$ cat src/rtl/cordic_pkg.sv
// rtl/cordic_pkg.sv - shared default widths and width helpers for the CORDIC prescaler
package cordic_pkg;

   localparam int DEF_DATA_WIDTH   = 16;
   localparam int DEF_CORDIC_WIDTH = 22;
   localparam int DEF_MAX_SHIFT    = 8;

   // Fractional guard bits appended below the input word.
   function automatic int guard_bits(input int data_width, input int cordic_width);
      return cordic_width - data_width;
   endfunction

   // Width able to hold 0..max_shift, never narrower than one bit.
   function automatic int shift_width(input int max_shift);
      return (max_shift < 1) ? 1 : $clog2(max_shift + 1);
   endfunction

endpackage

$ cat src/rtl/cordic_rsb_count.sv
// rtl/cordic_rsb_count.sv - combinational redundant-sign-bit counter
module cordic_rsb_count
   import cordic_pkg::*;
#(
   parameter int WIDTH = DEF_DATA_WIDTH
)
(
   input  logic [WIDTH-1:0]         din,
   output logic [$clog2(WIDTH)-1:0] rsb
);

   localparam int RW = $clog2(WIDTH);

   logic run;

   // Count bits below the MSB that match it, stopping at the first differing bit.
   always_comb begin
      rsb = '0;
      run = 1'b1;
      for (int i = WIDTH - 2; i >= 0; i--) begin
         if (run && (din[i] == din[WIDTH-1])) begin
            rsb = rsb + RW'(1);
         end else begin
            run = 1'b0;
         end
      end
   end

endmodule

$ cat src/rtl/cordic_ip_prescale.sv
// rtl/cordic_ip_prescale.sv - two-stage CORDIC input prescaler; normalisation built with CORDIC_IP_PRESCALE_NORM_EN
module cordic_ip_prescale
   import cordic_pkg::*;
#(
   parameter int DATA_WIDTH   = DEF_DATA_WIDTH,
   parameter int CORDIC_WIDTH = DEF_CORDIC_WIDTH,
   parameter int MAX_SHIFT    = DEF_MAX_SHIFT
)
(
   input  logic                               clk,
   input  logic                               nreset,
   input  logic                               in_vld,
   output logic                               in_rdy,
   input  logic [DATA_WIDTH-1:0]              x_in,
   input  logic [DATA_WIDTH-1:0]              y_in,
   output logic                               out_vld,
   input  logic                               out_rdy,
   output logic [CORDIC_WIDTH-1:0]            x_out,
   output logic [CORDIC_WIDTH-1:0]            y_out,
   output logic [shift_width(MAX_SHIFT)-1:0]  shift_out
);

   localparam int GUARD = guard_bits(DATA_WIDTH, CORDIC_WIDTH);
   localparam int SW    = shift_width(MAX_SHIFT);

   logic                  s1_full;
   logic [DATA_WIDTH-1:0] s1_x;
   logic [DATA_WIDTH-1:0] s1_y;
   logic                  s1_adv;
   logic                  accept;
   logic [SW-1:0]         shift_c;
   logic [DATA_WIDTH-1:0] x_sh;
   logic [DATA_WIDTH-1:0] y_sh;

   // S1 drains into S2 whenever S2 is empty or being emptied this cycle.
   assign s1_adv  = s1_full && (!out_vld || out_rdy);
   assign in_rdy  = !s1_full || s1_adv;
   assign accept  = in_vld && in_rdy;

`ifdef CORDIC_IP_PRESCALE_NORM_EN
   localparam int RW = $clog2(DATA_WIDTH);

   logic [RW-1:0] rsb_x;
   logic [RW-1:0] rsb_y;

   cordic_rsb_count #(.WIDTH(DATA_WIDTH)) u_rsb_x (.din(s1_x), .rsb(rsb_x));
   cordic_rsb_count #(.WIDTH(DATA_WIDTH)) u_rsb_y (.din(s1_y), .rsb(rsb_y));

   // Common shift is the smaller headroom of the two lanes, capped at MAX_SHIFT.
   always_comb begin
      int m;
      m = MAX_SHIFT;
      if (int'(rsb_x) < m) m = int'(rsb_x);
      if (int'(rsb_y) < m) m = int'(rsb_y);
      shift_c = SW'(m);
   end
`else
   assign shift_c = '0;
`endif

   // Shifting by no more than the headroom keeps the sign bit intact.
   assign x_sh = s1_x << shift_c;
   assign y_sh = s1_y << shift_c;

   // S1: capture accepted input, empty when it moves on with nothing behind it.
   always_ff @(posedge clk or negedge nreset) begin
      if (!nreset) begin
         s1_full <= 1'b0;
         s1_x    <= '0;
         s1_y    <= '0;
      end else if (accept) begin
         s1_full <= 1'b1;
         s1_x    <= x_in;
         s1_y    <= y_in;
      end else if (s1_adv) begin
         s1_full <= 1'b0;
      end
   end

   // S2: load the scaled result from S1, hold it while downstream stalls.
   always_ff @(posedge clk or negedge nreset) begin
      if (!nreset) begin
         out_vld   <= 1'b0;
         x_out     <= '0;
         y_out     <= '0;
         shift_out <= '0;
      end else if (s1_adv) begin
         out_vld   <= 1'b1;
         x_out     <= {x_sh, {GUARD{1'b0}}};
         y_out     <= {y_sh, {GUARD{1'b0}}};
         shift_out <= shift_c;
      end else if (out_rdy) begin
         out_vld   <= 1'b0;
      end
   end

endmodule

$ cat config.mk
export PLATFORM = sky130hd
export DESIGN_NAME = cordic_ip_prescale
export DESIGN_NICKNAME = d
export VERILOG_FILES = /design/src/rtl/cordic_pkg.sv /design/src/rtl/cordic_rsb_count.sv /design/src/rtl/cordic_ip_prescale.sv
export SDC_FILE = /design/constraint.sdc
export NUM_CORES = 1
export LEC_CHECK = 0
export CAP_MARGIN = 5
export CORE_MARGIN = 1
export CORE_UTILIZATION = 47
export CTS_CLUSTER_SIZE = 25
export DETAILED_ROUTE_END_ITERATION = 6
export PLACE_DENSITY_LB_ADDON = 0.3
export SYNTH_ARGS = -nofsm -noshare
export SYNTH_HDL_FRONTEND = slang
export SYNTH_SLANG_ARGS = --single-unit
export TNS_END_PERCENT = 50
$ cat constraint.sdc
create_clock -name clk -period 1.43 [get_ports clk]
set_input_delay 0.286 -clock clk [delete_from_list [all_inputs] [get_ports clk]]
set_output_delay 0.286 -clock clk [all_outputs]
set_load 0.01 [all_outputs]
### Yosys cells after proc, flatten, opt, wreduce, memory -nomap -nowiden

Index checks and enable logic that the tools add are counted.
W data, S select, Z words.

| storage, ports and cells | value |
|---|---|
| bits in registers | 66 |
| bits of input ports | 36 |
| output and inout port bits | 50 |
| word-level logic and storage cells | 18 |

| operators by class | value |
|---|---|
| mux-type cells | 4 |
| reduce and logical (&&, ||, !) cells | 8 |

Operators by type and width:

| operator | count |
|---|---|
| $mux W1 | 4 |
| $reduce_bool A2 Y1 | 2 |
| $logic_and A1 B1 Y1 | 2 |
| $logic_not A1 Y1 | 2 |
| $logic_or A1 B1 Y1 | 2 |

### Longest topological paths before layout

Gate-level depths: netlist of run 1.

| depth | value |
|---|---|
| word-level depth | 6 |
| mapped depth | 4 |
| mapped depth without buffers | 3 |

### Worst setup path before layout of run 1

Ideal clock, no wire load.

| timing | value |
|---|---|
| path kind | register to register |
| from | register out_vld |
| to | register s1_x[0] |
| arrival | 1.137 ns |
| data required time | 1.305 ns |
| path slack | 0.168 ns |
| cell stages (with the launch flop) | 5 |
| buffers on the path | 1 |
| clock period less this slack | 1.262 ns |
| cell sequence | dfrtp_1 > nand3b_4 > nand2_4 > buf_12 > mux2_4 |

| on the way | value |
|---|---|
| cells in the longest elaborated chain, start to end | 5 |

RTL lines:

| item | RTL line | source |
|---|---|---|
| from (decl) | cordic_ip_prescale.sv:16 | `output logic out_vld,` |
| from (signal assigned) | cordic_ip_prescale.sv:83 | `out_vld <= 1'b0;` |
| from (signal assigned) | cordic_ip_prescale.sv:88 | `out_vld <= 1'b1;` |
| from (signal assigned) | cordic_ip_prescale.sv:93 | `out_vld <= 1'b0;` |
| $logic_not A1 Y1 | cordic_ip_prescale.sv:36 | `assign s1_adv = s1_full && (!out_vld \|\| out_rdy);` |
| $logic_or A1 B1 Y1 | cordic_ip_prescale.sv:36 |  |
| $logic_and A1 B1 Y1 | cordic_ip_prescale.sv:36 |  |
| $logic_or A1 B1 Y1 | cordic_ip_prescale.sv:37 | `assign in_rdy = !s1_full \|\| s1_adv;` |
| via in_rdy | cordic_ip_prescale.sv:13 | `output logic in_rdy,` |
| $logic_and A1 B1 Y1 | cordic_ip_prescale.sv:38 | `assign accept = in_vld && in_rdy;` |
| to (signal assigned) | cordic_ip_prescale.sv:73 | `s1_x <= x_in;` |
| to (decl) | cordic_ip_prescale.sv:27 | `logic [DATA_WIDTH-1:0] s1_x;` |

The timed path passes the listed nets, and every way through them passes these cells.
A chain may end at the register's enable or synchronous reset.

### Worst setup path after layout of run 1

| timing | value |
|---|---|
| from | register out_vld |
| to | output in_rdy |

| on the way | value |
|---|---|
| cells in the longest elaborated chain, start to end | 4 |

RTL lines:

| item | RTL line |
|---|---|
| $logic_not A1 Y1 | cordic_ip_prescale.sv:36 |
| $logic_or A1 B1 Y1 | cordic_ip_prescale.sv:36 |
| $logic_and A1 B1 Y1 | cordic_ip_prescale.sv:36 |
| $logic_or A1 B1 Y1 | cordic_ip_prescale.sv:37 |
| to (decl) | cordic_ip_prescale.sv:13 |

No other way between the ends.

==> summary.md, run 1 <==
| Metric | Value |
|---|---|
| Yosys reg bits | `66` |
| Syn-to-layout area delta | `34.4%` |
| Sequential-to-total area share from yosys stat | `57.5%` |
| Via count | `1496` |
| Clock slew at reported path FFs | `0.07 ns` |
| Initial DRC Count | `51` |
| Max FO, Critical Path | `3` |
| Port bufs | `69` |
| Yosys top cell by area | `dfrtp_1` |
| CP Launch Type | `flop` |
| Routability cong. | `0.745` |
| Met2 Track Usage GR | `26.1%` |
| Synth Area per Inst | `18.1 um2` |
| F_max | `731 MHz` |
| Inserted Diodes | `0` |
| Num CTS Buffers | `9` |
| Die width | `80.2 um` |
| Mapped Area | `2870 um2` |
| CTS tree | `yes` |
| Final HPWL DP | `3310 um` |
| CP required | `1.14 ns` |
| Starting Density | `48.5%` |
| Warnings, synthesis | `0` |
| Max cap viols | `0` |
| Worst reg2reg path startpoint | `out_vld` |
| Synth Instances | `159` |
| Overflow after GRT | `0` |
| Htree depth | `3` |
| Die ar. | `6430 um2` |
| First-pass GRT wire length | `7980 um` |
| Most common cell after layout, fill and taps aside | `dfrtp_1` |
| CTS sink count | `66` |
| Largest net degree at the start of global routing | `29` |
| Met3 Use GR | `3.98%` |
| Fin nets | `279` |
| Final WL | `4820 um` |
| R2r setup slk | `0.06 ns` |
| Final Core Density | `65.2%` |
| Static Leak | `0.00190 uW` |
| Peak supply drop | `0.000873 V` |
| Unrepaired setup endpoints after global routing | `false` |
| Boundary Pins | `86` |
| Most frequent cells in the layout | `dfrtp_1, mux2_4, clkdlybuf4s50_1` |
| Top post-synthesis cells by area | `dfrtp_1, mux2_4, buf_4, buf_12, mux2_2` |
| Crit path kind | `flop to output port` |
| First drt pass iteration count | `4` |
| Layout fillers | `463` |
| Pre-CTS WS | `-0.313 ns` |
| Core area | `5920 um2` |
| Antenna violations before repair | `0` |
| HP Class | `input port to asynchronous set/reset pin` |
| Reg2reg end | `y_out[6]` |
| # DRC | `0` |
| Max-slew violation count | `0` |
| Critical Path Start | `out_vld` |
| Final ANT Viol Nets | `0` |
| Period minus WS final | `1.37 ns` |
| WL/cell | `14.9 um` |
| CTS root buffer | `clkbuf_8` |
| Final setup violation count | `0` |
| GRT busiest layer | `met2` |
| Final worst-path cycle share | `95.6%` |
| Pwr Density | `1500 nW/um2` |
| Setup Skew | `0.00950 ns` |
| Register-to-Register Path Depth | `5` |
| GRT Util Overall | `17.3%` |
| Top cell type's share of synthesized area | `57.5%` |
| Netlist cell types | `12` |
| Sum of negative setup slack | `0 ns` |
| Clk Latency, worst-skew pair | `0.34 ns` |
| Crit path arrival time | `1.08 ns` |
| Clock buffer depth | `2` |
| Share of cells above drive strength 1 | `37.9%` |
| Vias in the first global route | `1597` |
| Drt via density | `4.63` |
| CP Capture Type | `output port` |
| Setup ws final | `0.0629 ns` |
| Met1 usage | `22.8%` |
| Pwr Total | `5780 uW` |
| Outcome | `finished clean` |
| Die Ht | `80.2 um` |
| Fin. Hold Viols | `0` |
| Row count | `28` |
-- power by group --
part | total (uW) | switching (uW) | internal [uW]
logic | 1370 | 473 | 899
clock network | 1940 | 687 | 1250
registers | 2470 | 224 | 2250
-- how the worst max path moves through the flow --
stage               endpoint
floorplan            s1_x[0]
global placement      in_rdy
detailed placement    in_rdy
CTS                   in_rdy
global route        y_out[6]
finish                in_rdy
-- cell usage after synthesis --
cell / instances
dfrtp_1: 66
conb_1: 1
mux2_2: 4
buf_6: 3
mux2_4: 60
nand2_4: 1
buf_12: 3
buf_4: 16
or2b_1: 1
nand3b_4: 1
nand2b_1: 2
nand2_2: 1
-- layout make-up --
| class | count | area [um2] | share of cell area [%] |
|---|---|---|---|
| clock buffer | 12 | 155 | 4.02 |
| sequential | 66 | 1650 | 42.8 |
| timing repair buffer | 80 | 800 | 20.7 |
| multi-input combinational | 86 | 1060 | 27.5 |
| clock inverter | 4 | 97.6 | 2.53 |
| tap | 75 | 93.8 | 2.43 |
-- layer usage --
metal / vias to the layer above / part of all wire [%]
met2: 56 / 46
li1: 678 / -
met5: - / 0
met4: 0 / 2.3
met1: 749 / 47
met3: 13 / 4.8
-- logic make-up (layout without fill, tap and decap cells) --
kind of cell           count (synthesis)  in the layout  synth area share, %
flip-flops                            66             66                 57.5
AND/OR/NAND/NOR                        6              6                 2.00
multiplexers                          64             64                 32.9
buffers and inverters                 22             96                 7.45
other                                  1             16                0.131
-- sequential cells by signal, indices dropped and copies added, names as in the netlist --
name     cells
s1_x        16
s1_full      1
x_out       16
y_out       16
out_vld      1
s1_y        16
-- timing repair --
item                       4_1_cts  5_1_grt
hold endpoints to repair        15        0
setup endpoints to repair       34        0
setup buffers                    1        0
gates resized for setup         37        0
hold buffers                     1        0
-- per-stage QoR --
stage                     cells  hold WS [ns]  area (um2)
after floorplan             174      -0.00959        2930
after global placement      305         0.245        3640
after detailed placement    305         0.251        3640
after CTS                   323         0.416        3860
after global routing        323         0.465        3860
final                       323         0.418        3860
-- critical path, cell delays in order (launching register included) --
cell,delay (ns)
dfrtp_1,0.38
buf_4,0.15
nand3b_4,0.08
buf_2,0.13
Power figures use the tool's default switching activity.
==> run 2: changes to the inputs <==
--- a/config.mk
+++ b/config.mk
@@ -10,6 +10,7 @@
 export CORE_UTILIZATION = 47
 export CTS_CLUSTER_SIZE = 25
 export DETAILED_ROUTE_END_ITERATION = 6
+export GPL_TIMING_DRIVEN = 0
 export PLACE_DENSITY_LB_ADDON = 0.3
 export SYNTH_ARGS = -nofsm -noshare
 export SYNTH_HDL_FRONTEND = slang
==> summary.md, run 2 (synthesized netlist as in run 1, its figures left out) <==
| Metric | Value |
|---|---|
| First-pass GRT wire length | `7870 um (-1.4%)` |
| GRT Util Overall | `16.8% (-0.49 points)` |
| Max-slew violation count | `0 (unchanged)` |
| Met1 usage | `22.7% (-0.085 points)` |
| Pre-CTS WS | `-0.308 ns (+0.00493 ns)` |
| Register Area | `1650 um2 (unchanged)` |
| Die ar. | `6430 um2 (unchanged)` |
| Max FO, Critical Path | `10 (+7)` |
| Buf/Inv on CP | `2 (unchanged)` |
| Port bufs | `69 (unchanged)` |
| Inserted Diodes | `0 (unchanged)` |
| F_max | `723 MHz (-1.2%)` |
| Routability cong. | `0.662 (-11%)` |
| Clock buffer depth | `2 (unchanged)` |
| Num CTS Buffers | `9 (unchanged)` |
| CTS tree | `yes` |
| Final WL | `4840 um (+0.44%)` |
| Most frequent cells in the layout | `dfrtp_1, mux2_4, clkdlybuf4s50_1` |
| Syn-to-layout area delta | `37.1%` |
| Core area | `5920 um2 (unchanged)` |
| CTS root buffer | `clkbuf_8` |
| Worst hold slack | `0.0196 ns (-0.398 ns)` |
| Largest net degree at the start of global routing | `67 (+130%)` |
| Row count | `28 (unchanged)` |
| Clock slew at reported path FFs | `0.07 ns (about the same)` |
| Antenna violations before repair | `0 (unchanged)` |
| Layout fillers | `439 (-5.2%)` |
| CTS sink count | `66 (unchanged)` |
| Delay-heaviest family, CP | `flip-flops` |
| Cts hold-fix bufs | `0 (-1)` |
| Met3 Use GR | `4.55% (+0.57 points)` |
| # DRC | `0 (unchanged)` |
| Crit path arrival time | `1.60 ns (+0.52 ns)` |
| Pwr Total | `5910 uW (+2.1%)` |
| Vias in the first global route | `1586 (-0.69%)` |
| Met2 Track Usage GR | `24.8% (-1.3 points)` |
| Period minus WS final | `1.38 ns (+0.0169 ns)` |
| Final Core Density | `66.5% (+1.3 points)` |
| Max cap viols | `0 (unchanged)` |
| CP required | `1.64 ns (+0.50 ns)` |
| Share of cells above drive strength 1 | `41.2% (+3.3 points)` |
| Final setup violation count | `0 (unchanged)` |
| Final ANT Viol Nets | `0 (unchanged)` |
| Final worst-path cycle share | `96.8% (+1.2 points)` |
| Outcome | `finished clean` |
| Die width | `80.2 um (unchanged)` |
| Via count | `1524 (+1.9%)` |
| Multi-input gate area | `1060 um2 (unchanged)` |
| WL/cell | `14.4 um (-3.2%)` |
| Critical path, cell by cell | `buf_4 > nand2b_1 > nand2_2 > buf_6 > mux2_4` |
| First drt pass iteration count | `4 (unchanged)` |
| Peak supply drop | `0.000955 V (+9.5%)` |
| Final HPWL DP | `3350 um (+1.2%)` |
| CP Launch Type | `flop` |
| Max stage delay cell, worst path | `dfrtp_1` |
| Starting Density | `48.5% (unchanged)` |
| Unrepaired setup endpoints after global routing | `false` |
| Most common cell after layout, fill and taps aside | `dfrtp_1` |
| CP peak stage delay | `0.39 ns (about the same)` |
| Pwr Density | `1500 nW/um2 (+0.10%)` |
| Boundary Pins | `86 (unchanged)` |
| GRT busiest layer | `met2` |
| Setup ws final | `0.0460 ns (-0.0169 ns)` |
| HP Class | `input port to asynchronous set/reset pin` |
| Drt via density | `4.55 (-1.8%)` |
| Crit path kind | `flop to flop` |
| Rel. slew slack | `45.9%` |
| Setup Skew | `0.00741 ns (-0.00209 ns)` |
| Fin. Hold Viols | `0 (unchanged)` |
| Die Ht | `80.2 um (unchanged)` |
| Htree depth | `3 (unchanged)` |
| Clk Latency, worst-skew pair | `0.33 ns (about the same)` |
| Fin nets | `291 (+4.3%)` |
| Pin slew with the least headroom to its limit | `0.812 ns` |
| Initial DRC Count | `37 (-27%)` |
| Overflow after GRT | `0 (unchanged)` |
| Static Leak | `0.00197 uW (+3.7%)` |
| CP Capture Type | `flop` |
-- run 2: final cells by class --
class,instances,share of cell area [%]
clock inverters,5,3.18
flip-flops and latches,66,41.9
plain buffers,22,5.43
well taps,75,2.38
repair buffers,70,16.5
multi-input cells,86,27.0
clock buffers,11,3.59
-- run 2: metrics by stage --
stage	TNS [ns]	cell area, um2	std cells
after floorplan	0	2930	174
after global placement	-151.81	3710	318
after detailed placement	-15.20	3710	318
after CTS	0	3940	335
after global routing	0	3940	335
final	0	3940	335
-- run 2: power by group --
| group | switching [uW] | total, uW | internal, uW |
|---|---|---|---|
| Sequential | 215 | 2460 | 2250 |
| Combinational | 487 | 1400 | 910 |
| Clock | 668 | 2050 | 1380 |
| Total | 1370 | 5910 | 4540 |
-- run 2: worst paths after layout --
kind / startpoint / end / slack (ns) / cells past startpoint
max in group asynchronous: nreset / x_out[15] / 0.84 / 1
min in group clk: s1_x[7] / x_out[13] / 0.51 / 1
worst min register to register: s1_x[7] / x_out[13] / 0.51 / 1
worst max-delay path: out_vld / x_out[18] / 0.05 / 5
worst max register to register: out_vld / x_out[18] / 0.05 / 5
worst min-delay path: nreset / x_out[19] / 0.02 / 1
-- run 2: timing repair --
item / CTS / global route
hold endpoints to repair: 0 / 0
setup endpoints to repair: 34 / 0
buffers inserted: 1 / 0
gates resized for setup: 37 / 0
-- run 2: routing by layer --
layer / share of wire (%) / vias to the layer above
met3: 5.6 / 14
li1: - / 704
met4: 2.5 / 0
met1: 47 / 746
met5: 0 / -
met2: 45 / 60
==> run 3: changes to the inputs <==
--- a/config.mk
+++ b/config.mk
@@ -6,7 +6,7 @@
 export NUM_CORES = 1
 export LEC_CHECK = 0
 export CAP_MARGIN = 5
-export CORE_MARGIN = 1
+export CORE_MARGIN = 2
 export CORE_UTILIZATION = 47
 export CTS_CLUSTER_SIZE = 25
 export DETAILED_ROUTE_END_ITERATION = 6
==> summary.md, run 3 (synthesized netlist as in run 1, its figures left out) <==
| Metric | Value |
|---|---|
| Outcome | `finished clean` |
| Cts hold-fix bufs | `0 (unchanged)` |
| Static Leak | `0.00194 uW (-1.5%)` |
| Period minus WS final | `1.38 ns (-0.00691 ns)` |
| First drt pass iteration count | `4 (unchanged)` |
| Syn-to-layout area delta | `35.3%` |
| Clock slew at reported path FFs | `0.08 ns (about the same)` |
| Die ar. | `6750 um2 (+5.1%)` |
| Met1 usage | `20.8% (-1.9 points)` |
| Core area | `5920 um2 (unchanged)` |
| Clock buffer depth | `2 (unchanged)` |
| Final worst-path cycle share | `96.3% (-0.48 points)` |
| Port bufs | `69 (unchanged)` |
| Most common cell after layout, fill and taps aside | `dfrtp_1` |
| CTS root buffer | `clkbuf_8` |
| Starting Density | `48.5% (unchanged)` |
| Final WL | `4910 um (+1.5%)` |
| Drt via density | `4.46 (-1.9%)` |
| GRT busiest layer | `met2` |
| Max stage delay cell, worst path | `dfrtp_1` |
| Crit path kind | `flop to output port` |
| CTS tree | `yes` |
| Rel. slew slack | `46.2% (+0.35 points)` |
| Initial DRC Count | `22 (-41%)` |
| # DRC | `0 (unchanged)` |
| Pre-CTS WS | `-0.296 ns (+0.0120 ns)` |
| Die width | `82.2 um (+2.5%)` |
| Num CTS Buffers | `9 (unchanged)` |
| First-pass GRT wire length | `7510 um (-4.5%)` |
| Antenna violations before repair | `0 (unchanged)` |
| Most frequent cells in the layout | `dfrtp_1, mux2_4, clkdlybuf4s50_1` |
| Share of cells above drive strength 1 | `41.2% (unchanged)` |
| Max-slew violation count | `0 (unchanged)` |
| Peak supply drop | `0.000660 V (-31%)` |
| Vias in the first global route | `1532 (-3.4%)` |
| CP required | `1.14 ns (-0.50 ns)` |
| Final ANT Viol Nets | `0 (unchanged)` |
| Buf/Inv on CP | `2 (unchanged)` |
| Final HPWL DP | `3260 um (-2.6%)` |
| Inserted Diodes | `0 (unchanged)` |
| Clock power frac | `29.0% (-5.7 points)` |
| Critical path, cell by cell | `buf_4 > nand3b_4 > buf_2` |
| CP Capture Type | `output port` |
| Unrepaired setup endpoints after global routing | `false` |
| Fin. Hold Viols | `0 (unchanged)` |
| Crit path arrival time | `1.09 ns (-0.51 ns)` |
| Pwr Density | `1400 nW/um2 (-6.6%)` |
| Pwr Total | `5440 uW (-7.9%)` |
| CP Launch Type | `flop` |
| Max FO, Critical Path | `3 (-7)` |
| Htree depth | `3 (unchanged)` |
| Setup Skew | `0.0104 ns (+0.00295 ns)` |
| Setup ws final | `0.0529 ns (+0.00691 ns)` |
| Delay-heaviest family, CP | `flip-flops` |
| Final Core Density | `65.6% (-0.89 points)` |
| Met2 Track Usage GR | `22.1% (-2.7 points)` |
| Die Ht | `82.2 um (+2.5%)` |
| Switching Fraction | `25.5% (+2.3 points)` |
| CP peak stage delay | `0.39 ns (about the same)` |
| Int Pwr | `4060 uW (-11%)` |
| Boundary Pins | `86 (unchanged)` |
| HP Class | `input port to asynchronous set/reset pin` |
| WL/cell | `14.7 um (+1.5%)` |
| Routability cong. | `0.666 (+0.59%)` |
| Met3 Use GR | `4.67% (+0.13 points)` |
| Logic pwr share | `25.8% (+2.1 points)` |
| Fin nets | `291 (unchanged)` |
| GRT Util Overall | `15.4% (-1.4 points)` |
| Max cap viols | `0 (unchanged)` |
| F_max | `726 MHz (+0.50%)` |
| Reg power frac | `45.2% (+3.5 points)` |
| Switching pwr | `1390 uW (+1.2%)` |
| Clk Latency, worst-skew pair | `0.34 ns (about the same)` |
| Overflow after GRT | `0 (unchanged)` |
| CTS sink count | `66 (unchanged)` |
| Row count | `28 (unchanged)` |
| Largest net degree at the start of global routing | `67 (unchanged)` |
| Via count | `1495 (-1.9%)` |
| Pin slew with the least headroom to its limit | `0.807 ns (-0.00518 ns)` |
| Final setup violation count | `0 (unchanged)` |
run 3: cell types whose count changed in the layout (fill, tap and decap cells not counted), sizes merged:
cell / previous run / this run
clkbuf: 11 / 12
clkinvlp: 0 / 2
bufinv: 4 / 1
run 3: final cells by class:
class / instances / area (um2)
Fill cell: 455 / 2030
Sequential cell: 66 / 1650
Multi-Input combinational cell: 86 / 1070
Timing Repair Buffer: 70 / 649
Buffer: 22 / 218
Clock buffer: 12 / 155
Tap cell: 75 / 93.8
Clock inverter: 4 / 50.0
run 3: per-layer routing:
layer  vias to the layer above  wire (um)
met2                        49       2170
met1                       733       2380
met5                         -          0
li1                        705          -
met4                         0         89
met3                         8        276
run 3: per-stage QoR:
step | area (um2) | std cells | hold slack [ns] | TNS [ns]
after floorplan | 2930 | 174 | -0.00959 | 0
after global placement | 3710 | 318 | 0.485 | -153.31
after global routing | 3890 | 335 | 0.0942 | 0
after CTS | 3880 | 335 | 0.0589 | 0
after detailed placement | 3710 | 318 | 0.438 | -14.48
final | 3890 | 335 | 0.0324 | 0
run 3: final timing paths:
check                      startpoint   endpoint  slack, ns  depth (start not counted)
setup / recovery              out_vld     in_rdy       0.05                          3
hold / removal                 nreset  y_out[10]       0.03                          1
setup reg to reg              out_vld   x_out[6]       0.06                          5
hold reg to reg             y_out[21]  y_out[21]       0.50                          1
max in group asynchronous      nreset   x_out[6]       0.86                          1
min in group clk            y_out[21]  y_out[21]       0.50                          1
run 3: timing repair:
item / CTS / global route
setup endpoints to repair: 34 / 18
setup buffers: 1 / 0
gates resized for setup: 37 / 2
run 3: power groups by stage:
stage / Sequential (uW) / Combinational [uW] / Clock, uW
after floorplan: 2570 / 756 / 0
after global placement: 2490 / 1550 / 0
after detailed placement: 2500 / 1580 / 0
after CTS: 2460 / 1420 / 1620
after global routing: 2510 / 1500 / 1720
final: 2460 / 1400 / 1580
